===== config.mk =====
export PLATFORM = sky130hd
export DESIGN_NAME = aes_decrypt_scheduler
export DESIGN_NICKNAME = d
export VERILOG_FILES = /design/src/rtl/aes_pkg.sv /design/src/rtl/aes_tag_fifo.sv /design/src/rtl/aes_decrypt_scheduler.sv
export SDC_FILE = /design/constraint.sdc
export NUM_CORES = 1
export LEC_CHECK = 0
export ABC_AREA = 1
export ABC_CLOCK_PERIOD_IN_PS = 6850
export BUFFER_PORTS_ARGS = -buffer_cell sky130_fd_sc_hd__buf_2
export CORE_AREA = 2 2 252 254
export DETAILED_ROUTE_END_ITERATION = 8
export DIE_AREA = 0 0 254 256
export GPL_TIMING_DRIVEN = 0
export SLEW_MARGIN = 20
export SYNTH_ARGS = -nofsm -noshare
export SYNTH_HDL_FRONTEND = slang
export SYNTH_SLANG_ARGS = --single-unit

===== constraint.sdc =====
create_clock -name clk -period 6.85 [get_ports clk]
set_clock_uncertainty 0.05 [all_clocks]
set_input_delay 1.37 -clock clk [delete_from_list [all_inputs] [get_ports clk]]
set_output_delay 1.37 -clock clk [all_outputs]
set_load 0.01 [all_outputs]

===== src/rtl/aes_pkg.sv =====
// Shared definitions for the AES decrypt scheduler slice.
// Contents:
//   AES_BLK_W      - AES block width (128 bits).
//   sched_state_e  - scheduler flush FSM states (RUN, DRAIN, DONE, HOLD).
//   rr_pick        - two-way round-robin grant helper (0 = req0, 1 = req1).
package aes_pkg;

  localparam int AES_BLK_W = 128;

  typedef enum logic [1:0] {
    ST_RUN   = 2'd0,
    ST_DRAIN = 2'd1,
    ST_DONE  = 2'd2,
    ST_HOLD  = 2'd3
  } sched_state_e;

  // With both requesters valid the one not served last wins; otherwise the
  // single valid requester wins. With neither valid the result is unused.
  function automatic logic rr_pick(input logic v0, input logic v1, input logic last_grant);
    logic pick;
    if (v0 && v1) begin
      pick = ~last_grant;
    end else if (v1) begin
      pick = 1'b1;
    end else begin
      pick = 1'b0;
    end
    return pick;
  endfunction

endpackage


===== src/rtl/aes_tag_fifo.sv =====
// Tag FIFO remembering which requester owns each block in the pipeline.
// Ports:
//   clk, rst_n  - clock, asynchronous active-low reset (clears contents).
//   push        - write push_data at the tail.
//   push_data   - tag to store (WIDTH bits).
//   pop         - discard the head entry.
//   pop_data    - current head entry (valid while count != 0).
//   count       - number of stored entries, 0..DEPTH.
// Push while full is accepted only together with a pop; pop while empty is
// ignored, so the count can never wrap.
module aes_tag_fifo #(
  parameter int DEPTH = 8,
  parameter int WIDTH = 1
) (
  input  logic                   clk,
  input  logic                   rst_n,
  input  logic                   push,
  input  logic [WIDTH-1:0]       push_data,
  input  logic                   pop,
  output logic [WIDTH-1:0]       pop_data,
  output logic [$clog2(DEPTH):0] count
);

  localparam int PTR_W = $clog2(DEPTH);
  localparam int CNT_W = PTR_W + 1;
  localparam logic [PTR_W-1:0] PTR_ONE  = PTR_W'(1);
  localparam logic [CNT_W-1:0] CNT_ONE  = CNT_W'(1);
  localparam logic [CNT_W-1:0] FULL_CNT = CNT_W'(DEPTH);

  logic [WIDTH-1:0] mem_r [DEPTH];
  logic [PTR_W-1:0] wr_ptr_r;
  logic [PTR_W-1:0] rd_ptr_r;
  logic [CNT_W-1:0] count_r;
  logic             pop_ok_s;
  logic             push_ok_s;

  assign pop_ok_s  = pop && (count_r != {CNT_W{1'b0}});
  assign push_ok_s = push && ((count_r != FULL_CNT) || pop_ok_s);
  assign pop_data  = mem_r[rd_ptr_r];
  assign count     = count_r;

  // Storage, pointers and occupancy; the pointers wrap naturally (DEPTH is 2^n).
  always_ff @(posedge clk or negedge rst_n) begin
    if (!rst_n) begin
      for (int i = 0; i < DEPTH; i++) begin
        mem_r[i] <= {WIDTH{1'b0}};
      end
      wr_ptr_r <= {PTR_W{1'b0}};
      rd_ptr_r <= {PTR_W{1'b0}};
      count_r  <= {CNT_W{1'b0}};
    end else begin
      if (push_ok_s) begin
        mem_r[wr_ptr_r] <= push_data;
        wr_ptr_r        <= wr_ptr_r + PTR_ONE;
      end
      if (pop_ok_s) begin
        rd_ptr_r <= rd_ptr_r + PTR_ONE;
      end
      case ({push_ok_s, pop_ok_s})
        2'b10:   count_r <= count_r + CNT_ONE;
        2'b01:   count_r <= count_r - CNT_ONE;
        default: count_r <= count_r;
      endcase
    end
  end

endmodule


===== src/rtl/aes_decrypt_scheduler.sv =====
// Two-requester scheduler in front of an AES decrypt pipeline.
// Accepts ciphertext blocks from req0/req1 (round-robin), issues them to the
// pipeline one cycle after the handshake, tags each issue with its requester
// and routes pipeline results back in issue order. A flush request stops
// issuing, drains the pipeline and pulses flush_done.
// Ports:
//   clk, rst_n                    - clock, asynchronous active-low reset.
//   reqN_valid/reqN_data/reqN_ready - requester block input handshakes.
//   pipe_data, pipe_valid         - registered issue to the pipeline.
//   pipe_res_data, pipe_res_valid - pipeline results (no backpressure).
//   rspN_valid, rsp_data          - registered plaintext return strobes.
//   flush_req, flush_done         - drain request (level) / completion pulse.
//   inflight                      - blocks currently in the pipeline.
//   err_unexp                     - sticky: result with nothing outstanding.
// Optional build macro AES_SCHED_STATS_EN adds saturating counters
// issued0/issued1/retired0/retired1 [CNT_W-1:0].
module aes_decrypt_scheduler
  import aes_pkg::*;
#(
  parameter int MAX_INFLIGHT = 8,
  parameter int CNT_W        = 16
) (
  input  logic                          clk,
  input  logic                          rst_n,
  input  logic                          req0_valid,
  input  logic [0:AES_BLK_W-1]          req0_data,
  output logic                          req0_ready,
  input  logic                          req1_valid,
  input  logic [0:AES_BLK_W-1]          req1_data,
  output logic                          req1_ready,
  output logic [0:AES_BLK_W-1]          pipe_data,
  output logic                          pipe_valid,
  input  logic [0:AES_BLK_W-1]          pipe_res_data,
  input  logic                          pipe_res_valid,
  output logic                          rsp0_valid,
  output logic                          rsp1_valid,
  output logic [0:AES_BLK_W-1]          rsp_data,
  input  logic                          flush_req,
  output logic                          flush_done,
  output logic [$clog2(MAX_INFLIGHT):0] inflight,
`ifdef AES_SCHED_STATS_EN
  output logic [CNT_W-1:0]              issued0,
  output logic [CNT_W-1:0]              issued1,
  output logic [CNT_W-1:0]              retired0,
  output logic [CNT_W-1:0]              retired1,
`endif
  output logic                          err_unexp
);

  localparam int IF_W = $clog2(MAX_INFLIGHT) + 1;
  localparam logic [IF_W-1:0] FULL_CNT = IF_W'(MAX_INFLIGHT);

  sched_state_e         state_r;
  logic                 last_grant_r;
  logic                 pipe_valid_r;
  logic [0:AES_BLK_W-1] pipe_data_r;
  logic                 rsp0_valid_r;
  logic                 rsp1_valid_r;
  logic [0:AES_BLK_W-1] rsp_data_r;
  logic                 flush_done_r;
  logic                 err_unexp_r;

  logic                 grant_s;
  logic                 can_issue_s;
  logic                 req0_ready_s;
  logic                 req1_ready_s;
  logic                 issue_s;
  logic [0:AES_BLK_W-1] issue_data_s;
  logic                 resp_ok_s;
  logic                 tag_head_s;
  logic [IF_W-1:0]      count_s;

  // Grant and ready: issue only in RUN, below the in-flight limit, and never
  // in the cycle flush_req is first seen. Ready goes only to the granted side.
  always_comb begin
    grant_s      = rr_pick(req0_valid, req1_valid, last_grant_r);
    can_issue_s  = 1'b0;
    req0_ready_s = 1'b0;
    req1_ready_s = 1'b0;
    if ((state_r == ST_RUN) && !flush_req && (count_s < FULL_CNT)) begin
      can_issue_s = 1'b1;
    end else begin
      can_issue_s = 1'b0;
    end
    if (can_issue_s) begin
      req0_ready_s = req0_valid && !grant_s;
      req1_ready_s = req1_valid && grant_s;
    end else begin
      req0_ready_s = 1'b0;
      req1_ready_s = 1'b0;
    end
  end

  assign issue_s      = (req0_valid && req0_ready_s) || (req1_valid && req1_ready_s);
  assign issue_data_s = grant_s ? req1_data : req0_data;
  // A result with nothing outstanding is dropped (and flagged) rather than popped.
  assign resp_ok_s    = pipe_res_valid && (count_s != {IF_W{1'b0}});

  aes_tag_fifo #(
    .DEPTH (MAX_INFLIGHT),
    .WIDTH (1)
  ) u_tag_fifo (
    .clk       (clk),
    .rst_n     (rst_n),
    .push      (issue_s),
    .push_data (grant_s),
    .pop       (resp_ok_s),
    .pop_data  (tag_head_s),
    .count     (count_s)
  );

  // Issue register, round-robin history, response routing and error flag.
  always_ff @(posedge clk or negedge rst_n) begin
    if (!rst_n) begin
      last_grant_r <= 1'b1;
      pipe_valid_r <= 1'b0;
      pipe_data_r  <= {AES_BLK_W{1'b0}};
      rsp0_valid_r <= 1'b0;
      rsp1_valid_r <= 1'b0;
      rsp_data_r   <= {AES_BLK_W{1'b0}};
      err_unexp_r  <= 1'b0;
    end else begin
      pipe_valid_r <= issue_s;
      if (issue_s) begin
        pipe_data_r  <= issue_data_s;
        last_grant_r <= grant_s;
      end
      rsp0_valid_r <= resp_ok_s && !tag_head_s;
      rsp1_valid_r <= resp_ok_s && tag_head_s;
      if (resp_ok_s) begin
        rsp_data_r <= pipe_res_data;
      end
      if (pipe_res_valid && !resp_ok_s) begin
        err_unexp_r <= 1'b1;
      end
    end
  end

  // Flush FSM; flush_done is raised on the edge that enters DONE.
  always_ff @(posedge clk or negedge rst_n) begin
    if (!rst_n) begin
      state_r      <= ST_RUN;
      flush_done_r <= 1'b0;
    end else begin
      flush_done_r <= 1'b0;
      case (state_r)
        ST_RUN: begin
          if (flush_req) begin
            state_r <= ST_DRAIN;
          end
        end
        ST_DRAIN: begin
          if (count_s == {IF_W{1'b0}}) begin
            state_r      <= ST_DONE;
            flush_done_r <= 1'b1;
          end
        end
        ST_DONE: begin
          state_r <= flush_req ? ST_HOLD : ST_RUN;
        end
        ST_HOLD: begin
          if (!flush_req) begin
            state_r <= ST_RUN;
          end
        end
        default: begin
          state_r <= ST_RUN;
        end
      endcase
    end
  end

`ifdef AES_SCHED_STATS_EN
  logic [CNT_W-1:0] issued0_r;
  logic [CNT_W-1:0] issued1_r;
  logic [CNT_W-1:0] retired0_r;
  logic [CNT_W-1:0] retired1_r;
  localparam logic [CNT_W-1:0] STAT_MAX = {CNT_W{1'b1}};
  localparam logic [CNT_W-1:0] STAT_ONE = CNT_W'(1);

  // Saturating per-requester issue/retire counters.
  always_ff @(posedge clk or negedge rst_n) begin
    if (!rst_n) begin
      issued0_r  <= {CNT_W{1'b0}};
      issued1_r  <= {CNT_W{1'b0}};
      retired0_r <= {CNT_W{1'b0}};
      retired1_r <= {CNT_W{1'b0}};
    end else begin
      if (issue_s && !grant_s && (issued0_r != STAT_MAX)) begin
        issued0_r <= issued0_r + STAT_ONE;
      end
      if (issue_s && grant_s && (issued1_r != STAT_MAX)) begin
        issued1_r <= issued1_r + STAT_ONE;
      end
      if (resp_ok_s && !tag_head_s && (retired0_r != STAT_MAX)) begin
        retired0_r <= retired0_r + STAT_ONE;
      end
      if (resp_ok_s && tag_head_s && (retired1_r != STAT_MAX)) begin
        retired1_r <= retired1_r + STAT_ONE;
      end
    end
  end

  assign issued0  = issued0_r;
  assign issued1  = issued1_r;
  assign retired0 = retired0_r;
  assign retired1 = retired1_r;
`endif

  assign req0_ready = req0_ready_s;
  assign req1_ready = req1_ready_s;
  assign pipe_valid = pipe_valid_r;
  assign pipe_data  = pipe_data_r;
  assign rsp0_valid = rsp0_valid_r;
  assign rsp1_valid = rsp1_valid_r;
  assign rsp_data   = rsp_data_r;
  assign flush_done = flush_done_r;
  assign inflight   = count_s;
  assign err_unexp  = err_unexp_r;

endmodule


==> results of run 1 <==
-- worst min path at each step --
| stage | from | endpoint | slack, ns |
|---|---|---|---|
| 5_1_grt | rsp_data[27]$_DFFE_PN0P_ | rsp_data[27]$_DFFE_PN0P_ | 0.44 |
| 3_3_place_gp | rsp_data[19]$_DFFE_PN0P_ | rsp_data[19]$_DFFE_PN0P_ | 0.41 |
| 6_report | rsp_data[7]$_DFFE_PN0P_ | rsp_data[7]$_DFFE_PN0P_ | 0.42 |
| 4_1_cts | rsp_data[104]$_DFFE_PN0P_ | rsp_data[104]$_DFFE_PN0P_ | 0.43 |
| 3_5_place_dp | rsp_data[90]$_DFFE_PN0P_ | rsp_data[90]$_DFFE_PN0P_ | 0.41 |
| 2_1_floorplan | u_tag_fifo.mem_r[0]$_DFFE_PN0P_ | u_tag_fifo.mem_r[0]$_DFFE_PN0P_ | 0.40 |
-- flip-flops by register name (all words and copies together) (netlist names) --
signal	flops
err_unexp	1
flush_done	1
last_grant_r	1
pipe_data	128
pipe_valid	1
rsp0_valid	1
rsp1_valid	1
rsp_data	128
state_r	2
u_tag_fifo.count	4
u_tag_fifo.mem_r	8
u_tag_fifo.rd_ptr_r	3
u_tag_fifo.wr_ptr_r	3
-- area by class of cell --
type	instances	share of cell area, %
Antenna cell	14	0.202
Buffer	86	2.26
Clock buffer	52	5.88
Clock inverter	10	0.707
Inverter	19	0.411
Multi-Input combinational cell	997	24.2
Sequential cell	282	40.7
Tap cell	846	6.11
Timing Repair Buffer	659	19.5
-- metal layers --
layer / part of all wire [%] / track usage (%)
met2: 48 / 28.4
met4: 5.9 / 9.44
met3: 9.5 / 5.51
met1: 37 / 17.7
met5: 0.22 / 0
-- power groups by stage --
stage	Sequential, µW	Combinational, µW	Clock [µW]
6_report	2720	2530	1860
4_1_cts	2720	2560	1920
3_5_place_dp	2730	2560	0
5_1_grt	2800	2800	1990
3_3_place_gp	2730	2540	0
2_1_floorplan	3010	977	0
-- critical path, stage by stage --
cell,delay [ns]
buf_2,0.09
nand2_1,0.06
nand2_2,0.15
inv_1,0.08
clkbuf_2,0.38
nor3_1,0.26
buf_2,0.17
-- per-stage QoR --
stage / TNS [ns] / hold slack [ns]
finish: 0 / 0.420
global route: 0 / 0.438
CTS: 0 / 0.426
detailed placement: 0 / 0.409
global placement: -332.04 / 0.407
floorplan: 0 / 0.398
-- cell usage after synthesis, drive strengths merged --
cell | number | share of area [%]
inv | 19 | 0.61
o21ai | 16 | 0.68
nand4 | 2 | 0.11
nand2 | 673 | 22
dfrtp | 281 | 60
buf | 51 | 2.2
nand3 | 13 | 0.56
o22ai | 1 | 0.053
dfstp | 1 | 0.22
xor2 | 4 | 0.30
nor3 | 1 | 0.043
clkbuf | 35 | 1.1
a31oi | 129 | 6.9
xnor2 | 1 | 0.075
nor2 | 146 | 4.7
ha | 5 | 0.53
a21oi | 4 | 0.27
or2 | 1 | 0.053
o21bai | 1 | 0.064
-- cell families (layout without fill, tap and decap cells) --
family                     after synthesis  count (layout)  synth area share [%]
and+or+nand+nor                        836             836                  27.0
DFF                                    282             282                  60.2
AOI/OAI and AO/OA                      151             151                  7.95
buffers and inverters                  105             826                  3.93
adders and majority gates                5               5                 0.534
xor gates and xnor gates                 5               5                 0.374
other                                    0              14                     0
==> reports/qor.txt, run 1 <==
outcome - completed
clock-pin transition on the worst setup and hold timing paths - 0.06 ns
CTS tree - done
Core ar. - 62,400 µm²
Hold Path Stages - 2
vias in the first global route - 12,364
Via Count - 12,302
GPL Wtd Cong - 0.954
CTS resizes - 0
Total Power - 7120 µW
critical path type - input port to primary output
Final Max Tran Viols - 0
Worst Setup Start Kind - input port
Worst setup EP type - primary output
CP Data Arrival Time - 2.56 ns
die width - 254 µm
Max-slew headroom - 40.2%
clk_lat worst skew - 0.53 ns
CTS root buffer - clkbuf_16
total die area - 65,000 µm²
leakage - 0.00921 µW
Cell Area, Synth - 11,700 µm²
Switching Share - 37.9%
global route overflow - 0
R2R setup slack - 3.68 ns
Clk pwr share - 26.2%
commonest cells after routing, fill and taps aside - 703 x buf_2, 672 x nand2_1, 281 x dfrtp_1
VDD IR max - 0.000179 V
Worst R2R End - u_tag_fifo.count[2]$_DFFE_PN0P_
drt via density - 4.15
Ys Warns - 0
FF-to-FF path depth - 12
multi-input logic area - 4200 µm²
hpwl dp - 44,700 µm
post-synth net total - 1,779
Final Hold Vio Count - 0
Yosys cell types - 24
row count - 92
final core utilization - 27.8%
Yosys reg bits - 282
largest net degree at the start of global routing - 91
post-synthesis sequential area ratio - 60.2%
global-route wire length before repair - 79,500 µm
FF-to-FF Start - u_tag_fifo.count[1]$_DFFE_PN0P_
1st-iter DRT viols - 685
synthesized instance count - 1,384
Hold WC Path Type - register to register
CP Data Required Time - 5.43 ns
sw power - 2700 µW
DP Cell Count - 2,889
Layout Nets - 2,474
number of remaining DRC errors - 0
fin cells - 2,965
layout filler cell count - 6,896
post-CTS setup buffers - 0
Starting Density - 18.8%
proportion of layout cells with a drive suffix above 1 - 36.4%
Synth-to-Final Area Change - 47.9%
Seq pwr share - 38.3%
fmax - 251 MHz
Antenna Nets Post-Route - 0
CP endpoint - req0_ready
worst setup path startpoint - req0_valid
# IOs - 657
maxcap violations - 0
syn avg cell area - 8.47 µm²
placed inst area - 16,200 µm²
Combinational Power Share - 35.6%
commonest non-fill, non-tap cell in the layout - buf_2
Cell Int Power - 4420 µW
Slew @ Worst Pin - 0.898 ns
Num Clock Sinks - 282
P per Cell Area - 411 nW/µm²
I/O Buffers - 656
Placement Setup Slack - 2.65 ns
TritonCTS Buffers - 34
Routed WL per cell - 18.8 µm
final worst slack - 2.87 ns
design area - 17,300 µm²
antenna violations before repair - 31
total track usage - 16.6%
hold buffer count at cts - 0
final WL - 55,700 µm
register area - 7060 µm²
final setup fails - 0
Clock Tree Buf Depth - 3
die height - 256 µm
Critical Path Fanout Max - 11
H-tree depth - 2
period utilization - 58.1%
RSZ-0062 raised after global routing - no
Pre-Repair DR Iteration Count - 5
Min Clock Period, post-route - 3.98 ns
Power figures use the tool's default switching activity.
==> run 2, diff against run 1 <==
ABC_AREA = 0   (was 1)
ABC_CLOCK_PERIOD_IN_PS = 3300   (was 6850)
CORE_AREA = 2 2 257 259   (was 2 2 252 254)
DIE_AREA = 0 0 259 261   (was 0 0 254 256)
clock period = 3.3 ns   (was 6.85 ns; I/O delays follow)
==> run 2 against run 1 <==
  * Non-clock buffer count shrank 1
  * Critical path type is now register to primary output
  * Final cell count down 5.3%
  * Synthesized cell count shrank 12%
  * Total power up 100%
  * Clock power increased by 110%
  * Register-to-register slack lost 3.3 ns
  * Sequential power up 100%
  * Global-route usage fell by 2.5 points
  * Synthesized area shrank 2.0%
  * Wire length fell by 12%
  * Setup slack got worse by 2.6 ns
  * Die area grew 4.0%
==> reports/qor.txt, run 2 <==
outcome - completed
post-synth net total - 1,618
fin cells - 2,807
GPL Wtd Cong - 0.883
async set or reset register ratio after synthesis - 100%
Hold WC Path Type - input port to register
synthesized instance count - 1,223
row count - 94
share of the synthesized area in the top cell type - 61.2%
worst path cell trace - nand2_1, nand2_1, clkbuf_1, nor2_1, buf_2
clk_lat worst skew - 0.53 ns
Max-slew headroom - 39.4%
Hold Path Stages - 3
largest cells by area after synthesis - dfrtp_1 61%, nand2_1 13%, o22ai_1 7.0%
post-synthesis sequential area ratio - 61.5%
CP most frequent cell - nand2_1
Worst R2R End - u_tag_fifo.count[2]$_DFFE_PN0P_
Synth top cells by count - 399 x nand2_1, 281 x dfrtp_1, 135 x nor2_1
global route overflow - 0
leakage - 0.00879 µW
proportion of layout cells with a drive suffix above 1 - 39.7%
Worst Hold Launch - pipe_res_data[102]
RSZ-0062 raised after global routing - no
die height - 261 µm
design area - 17,100 µm²
H-tree depth - 2
number of remaining DRC errors - 0
CTS tree - done
Starting Density - 17.7%
TritonCTS Buffers - 34
global-route wire length before repair - 71,500 µm
commonest non-fill, non-tap cell in the layout - buf_2
maxcap violations - 0
FF-to-FF path depth - 10
critical path type - register to primary output
I/O Buffers - 656
Yosys cell types - 38
Worst Setup Start Kind - register
Yosys reg bits - 282
post-CTS setup buffers - 0
Synth area leader - dfrtp_1
Core ar. - 65,000 µm²
VDD IR max - 0.000379 V
commonest cells after routing, fill and taps aside - 681 x buf_2, 398 x nand2_1, 281 x dfrtp_1
Crit path depth - 5
Routed WL per cell - 17.5 µm
final setup fails - 0
P per Cell Area - 846 nW/µm²
total track usage - 14.0%
Worst setup EP type - primary output
Clock Tree Buf Depth - 3
Synth-to-Final Area Change - 49.2%
antenna violations before repair - 12
syn avg cell area - 9.39 µm²
Num Clock Sinks - 282
period utilization - 92.5%
CP max stage delay - 0.64 ns
Slew @ Worst Pin - 0.909 ns
Via Count - 11,505
Final Max Tran Viols - 0
largest net degree at the start of global routing - 92
vias in the first global route - 11,499
die width - 259 µm
number of flops mapped to enable cells by yosys - 0
CTS root buffer - clkbuf_16
placed inst area - 15,900 µm²
CP Data Arrival Time - 2.34 ns
Min Clock Period, post-route - 3.05 ns
fmax - 328 MHz
Antenna Nets Post-Route - 0
worst path buffer plus inverter count - 2
Cell Area, Synth - 11,500 µm²
ys flop type - dfrtp_1
final WL - 49,200 µm
Ys Warns - 0
final core utilization - 26.3%
Pre-Repair DR Iteration Count - 5
CP max stage cell - clkbuf_1
FF-to-FF Start - u_tag_fifo.count[0]$_DFFE_PN0P_
CP Data Required Time - 2.59 ns
clock-pin transition on the worst setup and hold timing paths - 0.06 ns
total die area - 67,600 µm²
drt via density - 4.10
top-count cell post-synth - nand2_1
DP Cell Count - 2,746
CP endpoint - req1_ready
# IOs - 657
worst setup path startpoint - last_grant_r$_DFFE_PN1P_
1st-iter DRT viols - 672
Layout Nets - 2,313
hpwl dp - 39,100 µm
Final Hold Vio Count - 0
Critical Path Fanout Max - 10
R2R setup slack - 0.41 ns
largest delay contributor family on the critical path - buffers and inverters
[run 2: cell count changes in the layout (fill, tap and decap cells not counted), moves of 9 or more]
| cell | before | now |
|---|---|---|
| o22ai_1 | 1 | 128 |
| nor2_1 | 146 | 135 |
| a31oi_1 | 129 | 0 |
| buf_2 | 703 | 681 |
| nand3_1 | 13 | 4 |
| inv_1 | 18 | 2 |
| buf_4 | 0 | 11 |
| a21oi_1 | 3 | 131 |
| nand2_1 | 672 | 398 |
| diode_2 | 14 | 2 |
[run 2: what timing repair did]
item | CTS | global route
endpoints found under the hold margin | 28 | 0
hold buffers | 1 | 0
resized for setup | 2 | 0
endpoints found under the setup margin | 4 | 0
[run 2: per-layer routing]
layer / vias to the layer above / part of all wire [%] / global-route usage (%)
li1: 5494 / - / -
met1: 5370 / 38 / 16.0
met2: 537 / 50 / 25.1
met3: 100 / 8.8 / 4.30
met4: 4 / 3.1 / 4.38
met5: - / 0.059 / 0
[run 2: worst min-delay path by stage]
stage / to / slack [ns]
after floorplan: err_unexp$_DFFE_PN0P_ / 0.31
after global placement: rsp_data[108]$_DFFE_PN0P_ / 0.40
after detailed placement: rsp_data[109]$_DFFE_PN0P_ / 0.41
after CTS: rsp_data[67]$_DFFE_PN0P_ / 0.22
after global routing: rsp_data[103]$_DFFE_PN0P_ / 0.23
final: rsp_data[102]$_DFFE_PN0P_ / 0.26
[run 2: area by class of cell]
cell class / count / area, µm²
Buffer: 84 / 458
Tap cell: 864 / 1080
Timing Repair Buffer: 660 / 3390
Inverter: 4 / 15.0
Fill cell: 7050 / 47900
Multi-Input combinational cell: 852 / 3950
Clock buffer: 45 / 973
Clock inverter: 14 / 205
Antenna cell: 2 / 5.00
Sequential cell: 282 / 7060
[run 2: worst min-delay path: stages]
cell and delay, ns:
buf_2 0.07, nand2_1 0.04, nand2_1 0.04
[run 2: logic make-up after synthesis]
kind of cell / Yosys count / synth area share, %
buffers and inverters: 89 / 4.14
adders and majority gates: 5 / 0.545
AOI/OAI and AO/OA: 279 / 13.8
xor gates and xnor gates: 9 / 0.687
muxes: 4 / 0.577
DFF: 282 / 61.5
and+or+nand+nor: 555 / 18.8
[run 2: where the power goes]
group / internal (µW) / switching, µW
registers: 4780 / 785
logic: 2010 / 2930
clock network: 2460 / 1520
total: 9250 / 5240
[run 2: metrics by stage]
step                setup slack, ns  TNS [ns]  total power [µW]  hold slack [ns]
floorplan                     0.629         0              8090            0.314
CTS                           0.107         0             14700            0.220
global placement              -4.09  -1134.55             10600            0.403
global route                 0.0283         0             15500            0.234
detailed placement           -0.254    -0.577             10600            0.407
finish                        0.248         0             14500            0.264
==> run 3, diff against run 2 <==
==> constraint.sdc (replaced) <==
create_clock -name clk -period 3.3 [get_ports clk]
set_clock_uncertainty 0.05 [all_clocks]
set_input_delay 0.33 -clock clk [delete_from_list [all_inputs] [get_ports clk]]
set_output_delay 0.33 -clock clk [all_outputs]
set_load 0.01 [all_outputs]
==> run 3 against run 2 <==
  * Count of clock-buffer cells in the layout unchanged
  * First-iteration DRC count increased by 5.1%
  * Global-route usage increased by 0.49 points
  * Non-clock buffer count increased by 126
  * Worst hold slack got worse by 0.22 ns
  * Flip-flop and latch count unchanged
  * Setup slack improved by 0.16 ns
==> reports/qor.txt, run 3 (same netlist as run 2, synthesis figures left out) <==
Pre-Repair DR Iteration Count - 5
Layout Nets - 2,439
H-tree depth - 2
leakage - 0.00932 µW
antenna violations before repair - 12
die height - 261 µm
R2R setup slack - 0.41 ns
P per Cell Area - 796 nW/µm²
DP Cell Count - 2,746
layout filler cell count - 6,864
hpwl dp - 39,100 µm
CTS tree - done
Synth-to-Final Area Change - 60.2%
Final Max Tran Viols - 0
Worst setup EP type - register
RSZ-0062 raised after global routing - no
1st-iter DRT viols - 706
fmax - 346 MHz
Min Clock Period, post-route - 2.89 ns
fin cells - 2,932
drt via density - 4.13
I/O Buffers - 656
TritonCTS Buffers - 34
GPL Wtd Cong - 0.883
Slew @ Worst Pin - 0.944 ns
Via Count - 12,107
commonest non-fill, non-tap cell in the layout - buf_2
Placement Setup Slack - -0.254 ns
final WL - 51,200 µm
# IOs - 657
die width - 259 µm
VDD IR max - 0.000378 V
Max-slew headroom - 37.1%
total die area - 67,600 µm²
Core ar. - 65,000 µm²
proportion of layout cells with a drive suffix above 1 - 37.2%
clk_lat worst skew - 0.53 ns
Critical Path Fanout Max - 16
FF-to-FF path depth - 10
number of remaining DRC errors - 0
global-route wire length before repair - 74,300 µm
total track usage - 14.5%
Hold WC Path Type - input port to register
final setup fails - 0
Worst Setup Start Kind - register
register area - 7060 µm²
global route overflow - 0
Clock Tree Buf Depth - 3
row count - 94
final worst slack - 0.406 ns
critical path type - register to register
maxcap violations - 0
largest net degree at the start of global routing - 92
CTS root buffer - clkbuf_16
commonest cells after routing, fill and taps aside - 681 x buf_2, 398 x nand2_1, 281 x dfrtp_1
Final Hold Vio Count - 0
Hold Path Stages - 3
outcome - completed
Num Clock Sinks - 282
vias in the first global route - 12,209
clock-pin transition on the worst setup and hold timing paths - 0.06 ns
multi-input logic area - 3950 µm²
CP Data Arrival Time - 3.25 ns
period utilization - 87.7%
Routed WL per cell - 17.5 µm
CP Data Required Time - 3.66 ns
Starting Density - 17.7%
Antenna Nets Post-Route - 0
## run 3: cell types whose count changed in the layout (fill, tap and decap cells not counted)
cell / before / now
clkbuf_2: 1 / 0
dlygate4sd3_1: 1 / 127
clkbuf_1: 36 / 37
diode_2: 2 / 1
## run 3: critical path, cell delays in order, from the launching register on
cell	delay [ns]
dfrtp_1	0.46
or4_1	0.54
nand2_2	0.24
inv_2	0.26
ha_1	0.36
xor2_1	0.17
ha_1	0.18
a21oi_1	0.14
xor2_1	0.16
nor2_1	0.06
xor2_1	0.14
## run 3: layout make-up
cell class,count,share of cell area [%]
Sequential cell,282,38.4
Timing Repair Buffer,786,25.3
Multi-Input combinational cell,852,21.5
Tap cell,864,5.88
Clock buffer,45,5.29
Buffer,84,2.48
Clock inverter,14,1.12
Inverter,4,0.0816
Antenna cell,1,0.0136
## run 3: worst paths after layout
path / end / startpoint
max in group asynchronous: pipe_data[110]$_DFFE_PN0P_ / rst_n
setup / recovery: u_tag_fifo.count[2]$_DFFE_PN0P_ / u_tag_fifo.count[0]$_DFFE_PN0P_
min in group asynchronous: rsp_data[50]$_DFFE_PN0P_ / rst_n
hold reg to reg: rsp_data[121]$_DFFE_PN0P_ / rsp_data[121]$_DFFE_PN0P_
hold / removal: rsp_data[18]$_DFFE_PN0P_ / pipe_res_data[18]
setup reg to reg: u_tag_fifo.count[2]$_DFFE_PN0P_ / u_tag_fifo.count[0]$_DFFE_PN0P_
## run 3: metrics by stage
stage                     TNS [ns]  util [%]  instance area, µm²  hold slack, ns  total power, µW
after floorplan                  0         -               11500         -0.0156             8090
after global placement    -1041.49      24.4               15800           0.403            10600
after detailed placement    -0.539      24.5               15900           0.158            10600
after CTS                        0      28.3               18400         0.00184            14800
after global routing             0      28.3               18400         0.00678            15600
final                            0      28.3               18400          0.0403            14600
## run 3: what timing repair did
| action | in CTS | in global routing |
|---|---|---|
| buffers inserted | 0 | 0 |
| gates resized for setup | 1 | 0 |
| endpoints found under the setup margin | 3 | 0 |
| endpoints found under the hold margin | 261 | 0 |
| hold buffers | 127 | 0 |
## run 3: per-layer routing
layer	track usage [%]	wire length, µm	up-vias
li1	-	-	5743
met1	16.4	19600	5703
met3	4.18	4160	107
met4	4.80	1720	4
met5	0	25	-
met2	26.3	25700	550
## run 3: report_power, final
group	switching, µW	total [µW]	internal, µW
clock	1520	3990	2460
combinational	2980	5090	2100
sequential	793	5570	4780
total	5300	14600	9350
